## config.mk

```make
export PLATFORM = sky130hd
export DESIGN_NAME = seq_ctrl
export DESIGN_NICKNAME = d
export VERILOG_FILES = /design/src/rtl/y86_pkg.sv /design/src/rtl/mem_wait_timer.sv /design/src/rtl/seq_ctrl.sv
export SDC_FILE = /design/constraint.sdc
export NUM_CORES = 1
export LEC_CHECK = 0
export ABC_AREA = 1
export BUFFER_PORTS_ARGS = -buffer_cell sky130_fd_sc_hd__buf_2
export CORE_MARGIN = 3
export CORE_UTILIZATION = 45
export DETAILED_ROUTE_END_ITERATION = 16
export HOLD_SLACK_MARGIN = 0.05
export PLACE_DENSITY = 0.74
export SYNTH_ARGS = -nofsm -noshare
export SYNTH_HDL_FRONTEND = slang
export SYNTH_SLANG_ARGS = --single-unit
```

## constraint.sdc

```tcl
create_clock -name clk -period 2.06 [get_ports clk]
set_input_delay 0 -clock clk [delete_from_list [all_inputs] [get_ports clk]]
set_output_delay 0 -clock clk [all_outputs]
set_load 0.1 [all_outputs]
```

## src/rtl/y86_pkg.sv

```systemverilog
// Shared Y86 definitions for the SEQ sequencing controller.
// Contents: icode constants, Stat codes, controller state enum and the
// is_mem_icode helper that marks instructions touching data memory.
package y86_pkg;

    localparam int unsigned ICODE_W = 4;
    localparam int unsigned STAT_W  = 3;
    localparam int unsigned ADDR_W  = 64;

    localparam logic [ICODE_W-1:0] ICODE_HALT   = 4'h0;
    localparam logic [ICODE_W-1:0] ICODE_NOP    = 4'h1;
    localparam logic [ICODE_W-1:0] ICODE_RRMOVQ = 4'h2;
    localparam logic [ICODE_W-1:0] ICODE_IRMOVQ = 4'h3;
    localparam logic [ICODE_W-1:0] ICODE_RMMOVQ = 4'h4;
    localparam logic [ICODE_W-1:0] ICODE_MRMOVQ = 4'h5;
    localparam logic [ICODE_W-1:0] ICODE_OPQ    = 4'h6;
    localparam logic [ICODE_W-1:0] ICODE_JXX    = 4'h7;
    localparam logic [ICODE_W-1:0] ICODE_CALL   = 4'h8;
    localparam logic [ICODE_W-1:0] ICODE_RET    = 4'h9;
    localparam logic [ICODE_W-1:0] ICODE_PUSHQ  = 4'hA;
    localparam logic [ICODE_W-1:0] ICODE_POPQ   = 4'hB;

    localparam logic [STAT_W-1:0] STAT_AOK = 3'd1;
    localparam logic [STAT_W-1:0] STAT_HLT = 3'd2;
    localparam logic [STAT_W-1:0] STAT_ADR = 3'd3;
    localparam logic [STAT_W-1:0] STAT_INS = 3'd4;

    typedef enum logic [2:0] {
        S_IDLE,
        S_FETCH,
        S_DECODE,
        S_EXECUTE,
        S_MEMORY,
        S_WRITEBACK,
        S_PCUPD,
        S_HALT
    } state_t;

    // Instructions that issue a data-memory access in the MEMORY stage.
    function automatic logic is_mem_icode(input logic [ICODE_W-1:0] ic);
        case (ic)
            ICODE_RMMOVQ, ICODE_MRMOVQ, ICODE_CALL,
            ICODE_RET, ICODE_PUSHQ, ICODE_POPQ: return 1'b1;
            default:                            return 1'b0;
        endcase
    endfunction

endpackage

```

## src/rtl/mem_wait_timer.sv

```systemverilog
// Counts cycles a memory request waits for its ack.
// Ports: clk, rst_n, clear (zero the count), req/ack (the request being
// waited on), timeout (combinational: this is the last allowed wait cycle
// and the ack is still absent, so the waiter must give up).
module mem_wait_timer #(
    parameter int unsigned MEM_TIMEOUT = 16
) (
    input  logic clk,
    input  logic rst_n,
    input  logic clear,
    input  logic req,
    input  logic ack,
    output logic timeout
);

    localparam int unsigned CW = $clog2(MEM_TIMEOUT + 1);

    logic [CW-1:0] count;

    // Wait-cycle counter: only unanswered request cycles advance it.
    always_ff @(posedge clk or negedge rst_n) begin
        if (!rst_n) begin
            count <= '0;
        end else if (clear) begin
            count <= '0;
        end else if (req && !ack) begin
            count <= count + CW'(1);
        end
    end

    // An ack in the final wait cycle wins because timeout requires !ack.
    assign timeout = req && !ack && (count == CW'(MEM_TIMEOUT - 1));

endmodule

```

## src/rtl/seq_ctrl.sv

```systemverilog
// Sequencing controller for the SEQ Y86 core.
// Owns the architectural PC, the Stat register and the retired-instruction
// counter; walks FETCH..PCUPD with one-cycle stage enables and waits on
// imem/dmem req/ack handshakes. Faults (ADR/INS) and HLT park it in HALT
// until reset.
// Ports: clk, rst_n, start; icode/instr_valid from fetch; imem/dmem ack and
// error; PC_new from PC-update logic; PC, imem_req, dmem_req, stage enables,
// stat, halted, instr_count.
module seq_ctrl
    import y86_pkg::*;
#(
    parameter logic [63:0] RESET_PC    = 64'h0,
    parameter int unsigned MEM_TIMEOUT = 16,
    parameter int unsigned CNT_W       = 32
) (
    input  logic                clk,
    input  logic                rst_n,
    input  logic                start,
    input  logic [ICODE_W-1:0]  icode,
    input  logic                instr_valid,
    input  logic                imem_ack,
    input  logic                imem_error,
    input  logic                dmem_ack,
    input  logic                dmem_error,
    input  logic [ADDR_W-1:0]   PC_new,
    output logic [ADDR_W-1:0]   PC,
    output logic                imem_req,
    output logic                dmem_req,
    output logic                fetch_en,
    output logic                decode_en,
    output logic                execute_en,
    output logic                mem_en,
    output logic                wb_en,
    output logic [STAT_W-1:0]   stat,
    output logic                halted,
    output logic [CNT_W-1:0]    instr_count
);

    state_t               state;
    state_t               state_next;
    logic [ICODE_W-1:0]   cur_icode;
    logic                 timeout;
    logic                 timer_clear_c;
    logic                 pc_load_c;
    logic                 stat_load_c;
    logic [STAT_W-1:0]    stat_next_c;
    logic                 icode_load_c;

    // Requests are pure state decodes; the icode is captured at fetch so the
    // MEMORY decision does not depend on fetch inputs later in the instruction.
    assign imem_req      = (state == S_FETCH);
    assign dmem_req      = (state == S_MEMORY) && is_mem_icode(cur_icode);
    assign halted        = (state == S_HALT);
    assign timer_clear_c = (state != S_FETCH) && (state != S_MEMORY);

    mem_wait_timer #(
        .MEM_TIMEOUT (MEM_TIMEOUT)
    ) u_wait (
        .clk     (clk),
        .rst_n   (rst_n),
        .clear   (timer_clear_c),
        .req     (imem_req || dmem_req),
        .ack     ((imem_req && imem_ack) || (dmem_req && dmem_ack)),
        .timeout (timeout)
    );

    // State register.
    always_ff @(posedge clk or negedge rst_n) begin
        if (!rst_n) begin
            state <= S_IDLE;
        end else begin
            state <= state_next;
        end
    end

    // Next-state, stage enables and commit controls.
    always_comb begin
        state_next   = state;
        fetch_en     = 1'b0;
        decode_en    = 1'b0;
        execute_en   = 1'b0;
        mem_en       = 1'b0;
        wb_en        = 1'b0;
        pc_load_c    = 1'b0;
        stat_load_c  = 1'b0;
        stat_next_c  = stat;
        icode_load_c = 1'b0;

        case (state)
            S_IDLE: begin
                if (start) state_next = S_FETCH;
            end
            S_FETCH: begin
                if (imem_ack) begin
                    if (imem_error) begin
                        stat_load_c = 1'b1;
                        stat_next_c = STAT_ADR;
                        state_next  = S_HALT;
                    end else if (!instr_valid) begin
                        stat_load_c = 1'b1;
                        stat_next_c = STAT_INS;
                        state_next  = S_HALT;
                    end else if (icode == ICODE_HALT) begin
                        stat_load_c = 1'b1;
                        stat_next_c = STAT_HLT;
                        state_next  = S_HALT;
                    end else begin
                        fetch_en     = 1'b1;
                        icode_load_c = 1'b1;
                        state_next   = S_DECODE;
                    end
                end else if (timeout) begin
                    stat_load_c = 1'b1;
                    stat_next_c = STAT_ADR;
                    state_next  = S_HALT;
                end
            end
            S_DECODE: begin
                decode_en  = 1'b1;
                state_next = S_EXECUTE;
            end
            S_EXECUTE: begin
                execute_en = 1'b1;
                state_next = S_MEMORY;
            end
            S_MEMORY: begin
                if (!is_mem_icode(cur_icode)) begin
                    state_next = S_WRITEBACK;
                end else if (dmem_ack) begin
                    if (dmem_error) begin
                        stat_load_c = 1'b1;
                        stat_next_c = STAT_ADR;
                        state_next  = S_HALT;
                    end else begin
                        mem_en     = 1'b1;
                        state_next = S_WRITEBACK;
                    end
                end else if (timeout) begin
                    stat_load_c = 1'b1;
                    stat_next_c = STAT_ADR;
                    state_next  = S_HALT;
                end
            end
            S_WRITEBACK: begin
                wb_en      = 1'b1;
                state_next = S_PCUPD;
            end
            S_PCUPD: begin
                pc_load_c  = 1'b1;
                state_next = S_FETCH;
            end
            S_HALT: begin
                state_next = S_HALT;
            end
            default: begin
                state_next = S_IDLE;
            end
        endcase
    end

    // Architectural state: PC, Stat, retired count and captured icode.
    always_ff @(posedge clk or negedge rst_n) begin
        if (!rst_n) begin
            PC          <= RESET_PC;
            stat        <= STAT_AOK;
            instr_count <= '0;
            cur_icode   <= ICODE_NOP;
        end else begin
            if (pc_load_c) begin
                PC          <= PC_new;
                instr_count <= instr_count + CNT_W'(1);
            end
            if (stat_load_c) stat <= stat_next_c;
            if (icode_load_c) cur_icode <= icode;
        end
    end

endmodule
```

== Word-level counts from Yosys, hierarchy flattened ==
Cells that the tools add are included.
Operators by class
  $add $sub $neg: 2
  eq/ne operators: 20
  multiplexer cells: 45
  reductions and logical operators: 15
Operators by type and width (count)
  2-to-1 mux 3 bit: 16
  adder 32 x 1 -> 32 bit (second input constant): 1
  one-hot mux 3 bit (8 select lines): 1
  2-to-1 mux 1 bit: 23
  == test 4 bit (second input constant): 4
  == test 3 bit (second input constant): 4
  2-to-1 mux 5 bit: 2
  == test 4 x 3 -> 1 bit (second input constant): 2
  == test 3 x 2 -> 1 bit (second input constant): 2
  logical AND 1 bit: 6
  inequality test 3 bit (second input constant): 2
  one-hot mux 3 bit (2 select lines): 1
  OR reduction 6 bit: 1
  adder 5 x 1 -> 5 bit (second input constant): 1
  == test 5 x 4 -> 1 bit (second input constant): 1
  inequality test 5 x 4 -> 1 bit (second input constant): 1
  AND reduction 5 bit: 1
  zero test 4 bit: 1
  nonzero test 2 bit: 2
  == test 3 x 1 -> 1 bit (second input constant): 1
  zero test 3 bit: 1
  inequality test 3 x 1 -> 1 bit (second input constant): 1
  logical OR 1 bit: 2
  2-to-1 mux 2 bit: 1
  4 further kinds: 4
Storage, ports and cells
  flip-flop bits (word level): 111
  output and inout bits: 107
  logic and storage cells: 88

== Longest topological paths before layout ==
Gate-level depths: netlist (run 1).
  word-level depth: 14
  depth in mapped cells: 12

== Cells and area by module ==
From an unflattened synthesis (run 1), not the netlist that was laid out.
Unflattened totals
  cells, all modules: 623
  area, all modules: 4986.0 µm²
By module, submodules not included
  seq_ctrl: times used 1, cells an instance 585, area each 4710.8 µm²
  mem_wait_timer: times used 1, cells an instance 38, area each 275.3 µm²

== Worst setup path before layout (run 1) ==
OpenSTA, ideal clock, no wires.
  kind: register to output
  start point: reg state[0]
  end point: out mem_en
  arrival time: 2706 ps
  setup slack: -646 ps
  stages on the path, launching flop included: 4
  cell sequence: dfrtp_1 -> nor2_1 -> nand3_1 -> nor3_1
On the way
  cells in the longest elaborated chain, start to end: 2
RTL lines
  start: declaration: RTL line seq_ctrl.sv:39  | state_t state;
  start signal: assignment: RTL line seq_ctrl.sv:72  | state <= state_next;
  == test 3 bit: RTL line seq_ctrl.sv:89  | case (state)
  2-to-1 mux 1 bit: RTL line seq_ctrl.sv:89
  end: declaration: RTL line seq_ctrl.sv:32  | output logic mem_en,
No other way between the ends.

== Worst setup path after layout (run 1) ==
  start point: reg state[2]
  end point: out fetch_en
On the way
  cells in the longest elaborated chain, start to end: 2
RTL lines
  == test 3 x 1 -> 1 bit: RTL line seq_ctrl.sv:89
  2-to-1 mux 1 bit: RTL line seq_ctrl.sv:89
  end: declaration: RTL line seq_ctrl.sv:29  | output logic fetch_en,
No other way between the ends.

==> results of run 1 <==
## flip-flops by register name, summed over array words and instances (netlist names)
| register | flops |
|---|---|
| PC | 64 |
| u_wait.count | 5 |
| state | 3 |
| cur_icode | 3 |
| stat | 3 |
| instr_count | 32 |
## per-layer routing
layer,vias to the layer above,wire length [µm],global-route usage (%)
met1,2263,5470,28.6
met3,34,941,5.52
li1,2298,-,-
met5,-,0,0
met2,173,6920,40.0
met4,0,306,8.10
## worst reg2reg max path: cells and delay by family (launching register included)
kind	cells	cell delay [ps]
buf+inv	1	560
flops	1	470
simple gates	5	750
## placed cells by master (no fill, tap or decap)
cell type / instances
sky130_fd_sc_hd__nor3_2: 3
sky130_fd_sc_hd__nand2_2: 1
sky130_fd_sc_hd__nor4_1: 1
sky130_fd_sc_hd__o22ai_1: 1
sky130_fd_sc_hd__clkbuf_1: 2
sky130_fd_sc_hd__inv_1: 31
sky130_fd_sc_hd__dlygate4sd3_1: 71
sky130_fd_sc_hd__clkbuf_8: 9
sky130_fd_sc_hd__inv_2: 2
sky130_fd_sc_hd__xor2_1: 26
sky130_fd_sc_hd__dfrtp_1: 97
sky130_fd_sc_hd__buf_2: 181
sky130_fd_sc_hd__inv_6: 1
sky130_fd_sc_hd__bufinv_16: 2
sky130_fd_sc_hd__ha_1: 3
sky130_fd_sc_hd__dfrtp_2: 12
sky130_fd_sc_hd__dfstp_2: 1
sky130_fd_sc_hd__nor3_4: 1
sky130_fd_sc_hd__nor2_2: 5
sky130_fd_sc_hd__xnor2_1: 6
sky130_fd_sc_hd__nor2_1: 37
sky130_fd_sc_hd__clkinvlp_4: 1
sky130_fd_sc_hd__a21oi_1: 3
sky130_fd_sc_hd__nand3_2: 2
sky130_fd_sc_hd__nand4_2: 1
sky130_fd_sc_hd__nand2_1: 282
sky130_fd_sc_hd__o21ai_0: 10
sky130_fd_sc_hd__nor3_1: 15
sky130_fd_sc_hd__buf_4: 7
sky130_fd_sc_hd__buf_12: 1
sky130_fd_sc_hd__clkinv_2: 1
sky130_fd_sc_hd__nand3_1: 19
sky130_fd_sc_hd__nor4b_1: 1
sky130_fd_sc_hd__nand4_1: 5
sky130_fd_sc_hd__nand3b_1: 1
## what timing repair did
action / in CTS / in global routing
hold endpoints to repair: 112 / 0
hold buffers: 71 / 0
buffers inserted: 0 / 0
## worst paths after layout
kind                                                to  slack [ps]  cells past startpoint
max                                           fetch_en         140                      4
min                           cur_icode[1]$_DFFE_PN0P_          80                      6
max reg2reg                   cur_icode[2]$_DFFE_PN0P_         230                      6
min reg2reg                instr_count[31]$_DFFE_PN0N_         480                      1
max in group asynchronous  instr_count[13]$_DFFE_PN0N_        1110                      3
min in group asynchronous           PC[40]$_DFFE_PN0N_         160                      2
## cells by family after synthesis
logic type                 Yosys count
DFF                                110
AOI/OAI and AO/OA                   14
buffers and inverters               48
and+or+nand+nor                    374
xor gates and xnor gates            32
adders and majority gates            3
## final cells by class
type,instances,area share (%)
inverter,33,1.80
timing repair buffer,260,24.5
tap,136,2.47
clock buffer,11,1.91
sequential,110,40.2
clock inverter,5,1.18
multi-input combinational,423,28.0
## metrics by stage
stage,cells,hold WS (ps)
2_1_floorplan,581,-296
3_3_place_gp,891,32.5
3_5_place_dp,891,45.1
4_1_cts,978,52.4
5_1_grt,978,90.9
6_report,978,76.4
==> impl_metrics.ini, run 1 <==
[place]
dpl_worst_slack_ps = 333
dp.final_hpwl_um = 9350
placedInstanceArea_um2 = 5970
numPortBuffers = 182
gp_routability_congestion = 0.974

[clock_tree]
cts.htree.levels = 3
cts_num_sinks = 110
cts.clk_slew.worst_paths_ps = 100
clk_path_buf_depth = 2
cts-buffers-inserted = 9
cts-root-buf = sky130_fd_sc_hd__clkbuf_8
clkLatencyLatePin_ps = 360
cts_resized = 0
cts_tree = yes

[drt]
routed-via-count = 4768
avgRoutedWirePerCell_um = 13.9
detail_route.first_pass.iterations = 4
drt_wl_total_um = 13600
drt_first_iter_violations = 247
number_of_routed_nets_with_antenna_violations = 0
detail_route.drc_violations = 0
drt-vias-per-instance = 4.88

[synthesis]
cell_count_after_synthesis = 581
most_common_cell_in_the_synthesized_netlist = sky130_fd_sc_hd__nand2_1
post_synth_instance_area_um2 = 4850
synth-seq-cells = 110
area_share_of_fa_ha_maj_cells_after_synthesis_pct = 0.773
fraction_of_the_mapped_netlist_area_in_compound_gates_pct = 1.47
synth.mux.area_fraction_pct = 0
yosys_warnings = 0
synth_top_flop_cell = sky130_fd_sc_hd__dfrtp_1
netlist-cell-type-count = 28
synth_top_cells_by_area = sky130_fd_sc_hd__dfrtp_1 56%, sky130_fd_sc_hd__nand2_1 22%, sky130_fd_sc_hd__xor2_1 4.7%, sky130_fd_sc_hd__nor2_1 3.2%, sky130_fd_sc_hd__inv_1 2.4%
synth_largest_area_cell = sky130_fd_sc_hd__dfrtp_1
synth_async_sr_flop_share_pct = 100
synth_edf_count = 0
synth_top_family_by_area = simple AND/OR/NAND/NOR gates
synth.top_cells.by_count = 282 x sky130_fd_sc_hd__nand2_1, 109 x sky130_fd_sc_hd__dfrtp_1, 41 x sky130_fd_sc_hd__nor2_1
yosys.area_share.simple_pct = 31.4
synth_nets = 660
post_synth.cell_area_avg_um2 = 8.36
synth_xor_xnor_area_share_pct = 5.77
synthDominantCellAreaShare_pct = 56.2
sequential_area_share_after_synthesis_pct = 56.7

[layout]
area_occupied_by_multi_input_gates_um2 = 1930
layout-area-overhead-vs-synth_pct = 42.0
layout.nets = 916
fill_cells = 845
number_of_antenna_repair_diodes = 0
utilization_of_the_core_after_routing_pct = 66.2
seq_area_um2 = 2770
share_of_cells_above_drive_strength_1_pct = 27.4
layout.cell_area.non_filler_um2 = 6890

[sta]
setup_tns_ps = 0
finClkSkew_ps = 11.7
slew_violations = 0
layout_min_cycle_time_ps = 1920
setup-violations-final = 0
finalHoldViolCount = 0
rsz_0062_raised_after_global_routing = no
achievable-frequency_mhz = 521
min_period_over_period_pct = 93.1
maxSlewHeadroom_pct = 61.5
final_critical_path_setup_slack_ps = 142
tightestPinTransition_ps = 578

[die]
dieWidth_um = 110
fp.coreArea_um2 = 10400
floorplan.initialDensity_pct = 46.6
ioPinCount = 183
die_ht_um = 110
rows = 37
design.die.area_um2 = 12100

[setup_path]
worst_path_dominant_cell_family = simple AND/OR/NAND/NOR gates
data_required_time_of_the_worst_path_ps = 2060
critPathKind = reg -> out
worst_ep_arrival_time_ps = 1920
worst_setup_path_start_kind = flip-flop
timing.rr.start = state[2]$_DFFE_PN0P_
worst_setup_path_startpoint = state[2]$_DFFE_PN0P_
path_max_fanout = 7
max_stage_delay_ps = 470
critical_path.slowest_cell = sky130_fd_sc_hd__dfrtp_1
worstPathCellList = nor2_1, nand2_1, nor2_2, buf_2
worst_setup_path_end_kind = primary output
cp.buffers_inverters = 1

[status]
outcome = finished, final reports clean

[global_routing]
first_global_vias = 4803
antenna_found_initial = 0
pin_count_of_the_biggest_net_entering_global_routing = 46
global_route_wire_length_before_repair_um = 22300
grt_usage_pct = 23.3
grt_remaining_overflow = 0

[flow_run]
timing.max_cap.violations = 0

[hold_path]
worstHoldPathType = in -> reg
worstHoldStart = imem_error
Power of run 1 is left out: the tool's default activity adds up to more than one toggle a clock period on the data nets, which glitch-free logic cannot reach.
==> run 2: changes to the inputs <==
Clock period 2.06 ns to 2.3 ns, I/O delays scaled along.
==> impl_metrics.ini, run 2 (same netlist as run 1, synthesis figures left out) <==
[setup_path]
worst_setup_path_end_kind = flip-flop
critPathKind = reg -> reg
path_max_fanout = 12
data_required_time_of_the_worst_path_ps = 2580
worst_setup_path_start_kind = flip-flop
worst_ep_arrival_time_ps = 2240

[clock_tree]
cts_num_sinks = 110
clkLatencyLatePin_ps = 370
clk_path_buf_depth = 2
cts-root-buf = sky130_fd_sc_hd__clkbuf_8
cts_resized = 0
cts-buffers-inserted = 9
cts.clk_slew.worst_paths_ps = 100
cts_tree = yes
cts.htree.levels = 3

[die]
die_ht_um = 110
fp.coreArea_um2 = 10400
floorplan.initialDensity_pct = 46.6
dieWidth_um = 110
rows = 37
design.die.area_um2 = 12100
ioPinCount = 183

[drt]
routed-via-count = 4740
detail_route.drc_violations = 0
drt_wl_total_um = 13800
drt-vias-per-instance = 4.86
detail_route.first_pass.iterations = 5
drt_first_iter_violations = 200
avgRoutedWirePerCell_um = 14.1
number_of_routed_nets_with_antenna_violations = 0

[sta]
finClkSkew_ps = 11.6
rsz_0062_raised_after_global_routing = no
tightestPinTransition_ps = 705
min_period_over_period_pct = 85.3
achievable-frequency_mhz = 510
setup-violations-final = 0
slew_violations = 0
setup_tns_ps = 0
finalHoldViolCount = 0
layout_min_cycle_time_ps = 1960
maxSlewHeadroom_pct = 53.0

[global_routing]
pin_count_of_the_biggest_net_entering_global_routing = 60
grt_remaining_overflow = 0
first_global_vias = 4727
grt_usage_pct = 22.7
antenna_found_initial = 0
global_route_wire_length_before_repair_um = 21600

[place]
dp.final_hpwl_um = 9160
numPortBuffers = 182
gp_routability_congestion = 0.963
placedInstanceArea_um2 = 5930

[layout]
number_of_antenna_repair_diodes = 0
layout.cell_area.non_filler_um2 = 6810
layout.nets = 914
top_register = PC
layout-area-overhead-vs-synth_pct = 40.3
layout_top_registers = PC: 64 flops, instr_count: 32 flops, u_wait.count: 5 flops
share_of_cells_above_drive_strength_1_pct = 25.6
mostFrequentLayoutCell = sky130_fd_sc_hd__nand2_1
fill_cells = 848
mostFrequentLayoutCells = 282 x sky130_fd_sc_hd__nand2_1, 181 x sky130_fd_sc_hd__buf_2, 109 x sky130_fd_sc_hd__dfrtp_1
number_of_flip_flops_under_the_largest_register_name = 64

[status]
outcome = finished, final reports clean

[hold_path]
worstHoldPathType = in -> reg

[flow_run]
timing.max_cap.violations = 0
==> run 2: changes by cell type in the layout (fill, tap and decap cells not counted), sizes merged <==
cell,before,now
clkinvlp,1,2
bufinv,2,0
buf,189,187
clkinv,1,2
==> run 2: metrics by stage <==
step	worst slack, ps	util [%]	hold WS [ps]	cells
floorplan	54.7	-	-296	581
global placement	533	57.0	94.5	889
detailed placement	435	57.0	105	889
CTS	368	65.4	52.5	976
global route	179	65.4	121	976
finish	339	65.4	69.1	976
==> run 2: final timing paths <==
| kind | startpoint | end | slack, ps | cells past startpoint |
|---|---|---|---|---|
| max | state[0]$_DFFE_PN0P_ | instr_count[25]$_DFFE_PN0N_ | 340 | 8 |
| min | dmem_ack | stat[0]$_DFFE_PN1P_ | 70 | 5 |
| min in group asynchronous | rst_n | instr_count[10]$_DFFE_PN0N_ | 230 | 2 |
| max reg2reg | state[0]$_DFFE_PN0P_ | instr_count[25]$_DFFE_PN0N_ | 340 | 8 |
| max in group asynchronous | rst_n | PC[22]$_DFFE_PN0N_ | 1330 | 3 |
| min reg2reg | instr_count[31]$_DFFE_PN0N_ | instr_count[31]$_DFFE_PN0N_ | 470 | 1 |
==> run 2: cell type report <==
cell class                 instances  area [µm²]  area share (%)
timing repair buffer             258        1670            24.6
inverter                          33         124            1.82
multi-input combinational        423        1920            28.2
clock inverter                     5        33.8           0.496
sequential                       110        2750            40.4
clock buffer                      11         131            1.93
tap                              136         170            2.50
==> run 2: per-layer routing <==
layer  routed length [µm]  vias to the layer above  track usage (%)
met2                 6990                      201             39.7
met4                  435                        0             11.0
met5                    0                        -                0
li1                     -                     2293                -
met3                  910                       42             4.76
met1                 5420                     2204             26.4
==> run 2: worst max-delay path: stages, from the launching register on <==
cell	delay (ps)
sky130_fd_sc_hd__dfrtp_1	470
sky130_fd_sc_hd__inv_2	110
sky130_fd_sc_hd__nand3_2	190
sky130_fd_sc_hd__inv_2	240
sky130_fd_sc_hd__nand2_1	110
sky130_fd_sc_hd__nor2_1	230
sky130_fd_sc_hd__nand2_1	150
sky130_fd_sc_hd__nor3_1	200
sky130_fd_sc_hd__xor2_1	170
==> run 2: what timing repair did <==
item,4_1_cts,5_1_grt
hold buffers,71,0
setup buffers,0,0
endpoints found under the hold margin,120,0
Power of run 2 is left out for the same reason.
==> run 3: changes to the inputs <==
Settings changed: BUFFER_PORTS_ARGS -buffer_cell sky130_fd_sc_hd__buf_2 to default, DONT_BUFFER_PORTS from default to 1, PLACE_DENSITY 0.74 to default.
==> impl_metrics.ini, run 3 (same netlist as run 1, synthesis figures left out) <==
[status]
outcome = complete, but fails checks
violations_in_the_final_reports = negative hold slack

[layout]
post_layout_nonfiller_instances = 907
number_of_flip_flops_under_the_largest_register_name = 64
share_of_cells_above_drive_strength_1_pct = 18.9
mostFrequentLayoutCells = 282 x sky130_fd_sc_hd__nand2_1, 110 x sky130_fd_sc_hd__buf_4, 107 x sky130_fd_sc_hd__dfrtp_1
mostFrequentLayoutCell = sky130_fd_sc_hd__nand2_1
layout.cell_area.non_filler_um2 = 6810
top_register = PC
fill_cells = 868
layout-area-overhead-vs-synth_pct = 40.3
layout.nets = 845
layout_top_registers = PC: 64 flops, instr_count: 32 flops, u_wait.count: 5 flops
number_of_antenna_repair_diodes = 0

[sta]
tightestPinTransition_ps = 532
setup-violations-final = 0
finalHoldViolCount = 110
setup_tns_ps = 0
achievable-frequency_mhz = 473
slew_violations = 0
rsz_0062_raised_after_global_routing = no
min_period_over_period_pct = 91.9
whs_ps = -690
maxSlewHeadroom_pct = 64.5
finClkSkew_ps = 19.0
layout_min_cycle_time_ps = 2110

[die]
floorplan.initialDensity_pct = 46.6
fp.coreArea_um2 = 10400
dieWidth_um = 110
die_ht_um = 110
ioPinCount = 183
rows = 37
design.die.area_um2 = 12100

[drt]
drt_first_iter_violations = 226
drt-vias-per-instance = 4.86
detail_route.first_pass.iterations = 4
drt_wl_total_um = 13400
number_of_routed_nets_with_antenna_violations = 0
avgRoutedWirePerCell_um = 14.7
detail_route.drc_violations = 0
routed-via-count = 4411

[setup_path]
worst_ep_arrival_time_ps = 2380
data_required_time_of_the_worst_path_ps = 2560
critical_path.slowest_cell = sky130_fd_sc_hd__dlygate4sd3_1
worst_setup_path_start_kind = flip-flop
max_stage_delay_ps = 560
critPathKind = reg -> reg
path_max_fanout = 6
worst_setup_path_end_kind = flip-flop
crit_top_cell = sky130_fd_sc_hd__nand2_1
worstPathCellList = inv_1, nand2_1, nor2_2, nand3_2, nand2_1, nand3_2, nand3b_1, nand2_1, dlygate4sd3_1, nand2_1, nand2_1

[clock_tree]
cts_hold_buf = 79
cts-root-buf = sky130_fd_sc_hd__clkbuf_8
cts-buffers-inserted = 9
cts.htree.levels = 3
cts_tree = yes
clk_path_buf_depth = 2
clkLatencyLatePin_ps = 380
cts.clk_slew.worst_paths_ps = 120
cts_setup_buffers = 0
cts_num_sinks = 110

[place]
dp.final_hpwl_um = 8680
numPortBuffers = 0
gp_routability_congestion = 0.926
dpl.cell_count = 812
placedInstanceArea_um2 = 5810

[global_routing]
grt_remaining_overflow = 0
first_global_vias = 4528
global_route_wire_length_before_repair_um = 21500
antenna_found_initial = 0
pin_count_of_the_biggest_net_entering_global_routing = 111
grt_usage_pct = 22.6

[flow_run]
timing.max_cap.violations = 0

[hold_path]
worstHoldPathType = in -> async
-- run 3: layer usage --
metal  vias up  track usage, %  wire, µm
li1       2156               -         -
met1      2079            27.6      5300
met2       154            39.3      6990
met3        22            5.40       863
met4         0            7.21       208
met5         -               0         0
-- run 3: worst paths after layout --
path	from	to	slack (ps)	cells past startpoint
max	state[1]$_DFFE_PN0P_	stat[2]$_DFFE_PN0P_	190	11
min	rst_n	instr_count[28]$_DFFE_PN0N_	-690	0
max reg2reg	state[1]$_DFFE_PN0P_	stat[2]$_DFFE_PN0P_	190	11
min reg2reg	PC[29]$_DFFE_PN0N_	PC[29]$_DFFE_PN0N_	500	2
max in group asynchronous	rst_n	stat[0]$_DFFE_PN1P_	2740	0
min in group clk	icode[3]	state[2]$_DFFE_PN0P_	70	5
-- run 3: critical path: cells and delay by family (launching register included) --
family	cells	cell delay [ps]
simple gates	9	930
flops	1	450
buf+inv	2	620
-- run 3: layout make-up --
cell class                 count  area, µm²  area share, %
clock buffer                   9        124           1.82
tap                          136        170           2.50
inverter                      33        124           1.82
timing repair buffer         189       1620           23.7
multi-input combinational    423       1940           28.5
clock inverter                 7       80.1           1.18
sequential                   110       2760           40.5
-- run 3: what timing repair did --
action,in CTS,in global routing
endpoints found under the hold margin,183,110
gates resized for setup,0,3
endpoints found under the setup margin,0,2
-- run 3: stage by stage --
| stage | utilization (%) | setup slack [ps] |
|---|---|---|
| final | 65.4 | 186 |
| after detailed placement | 55.8 | 405 |
| after global routing | 65.4 | 21.6 |
| after floorplan | - | 54.7 |
| after global placement | 55.8 | 457 |
| after CTS | 65.3 | 122 |
Power of run 3 is left out for the same reason.
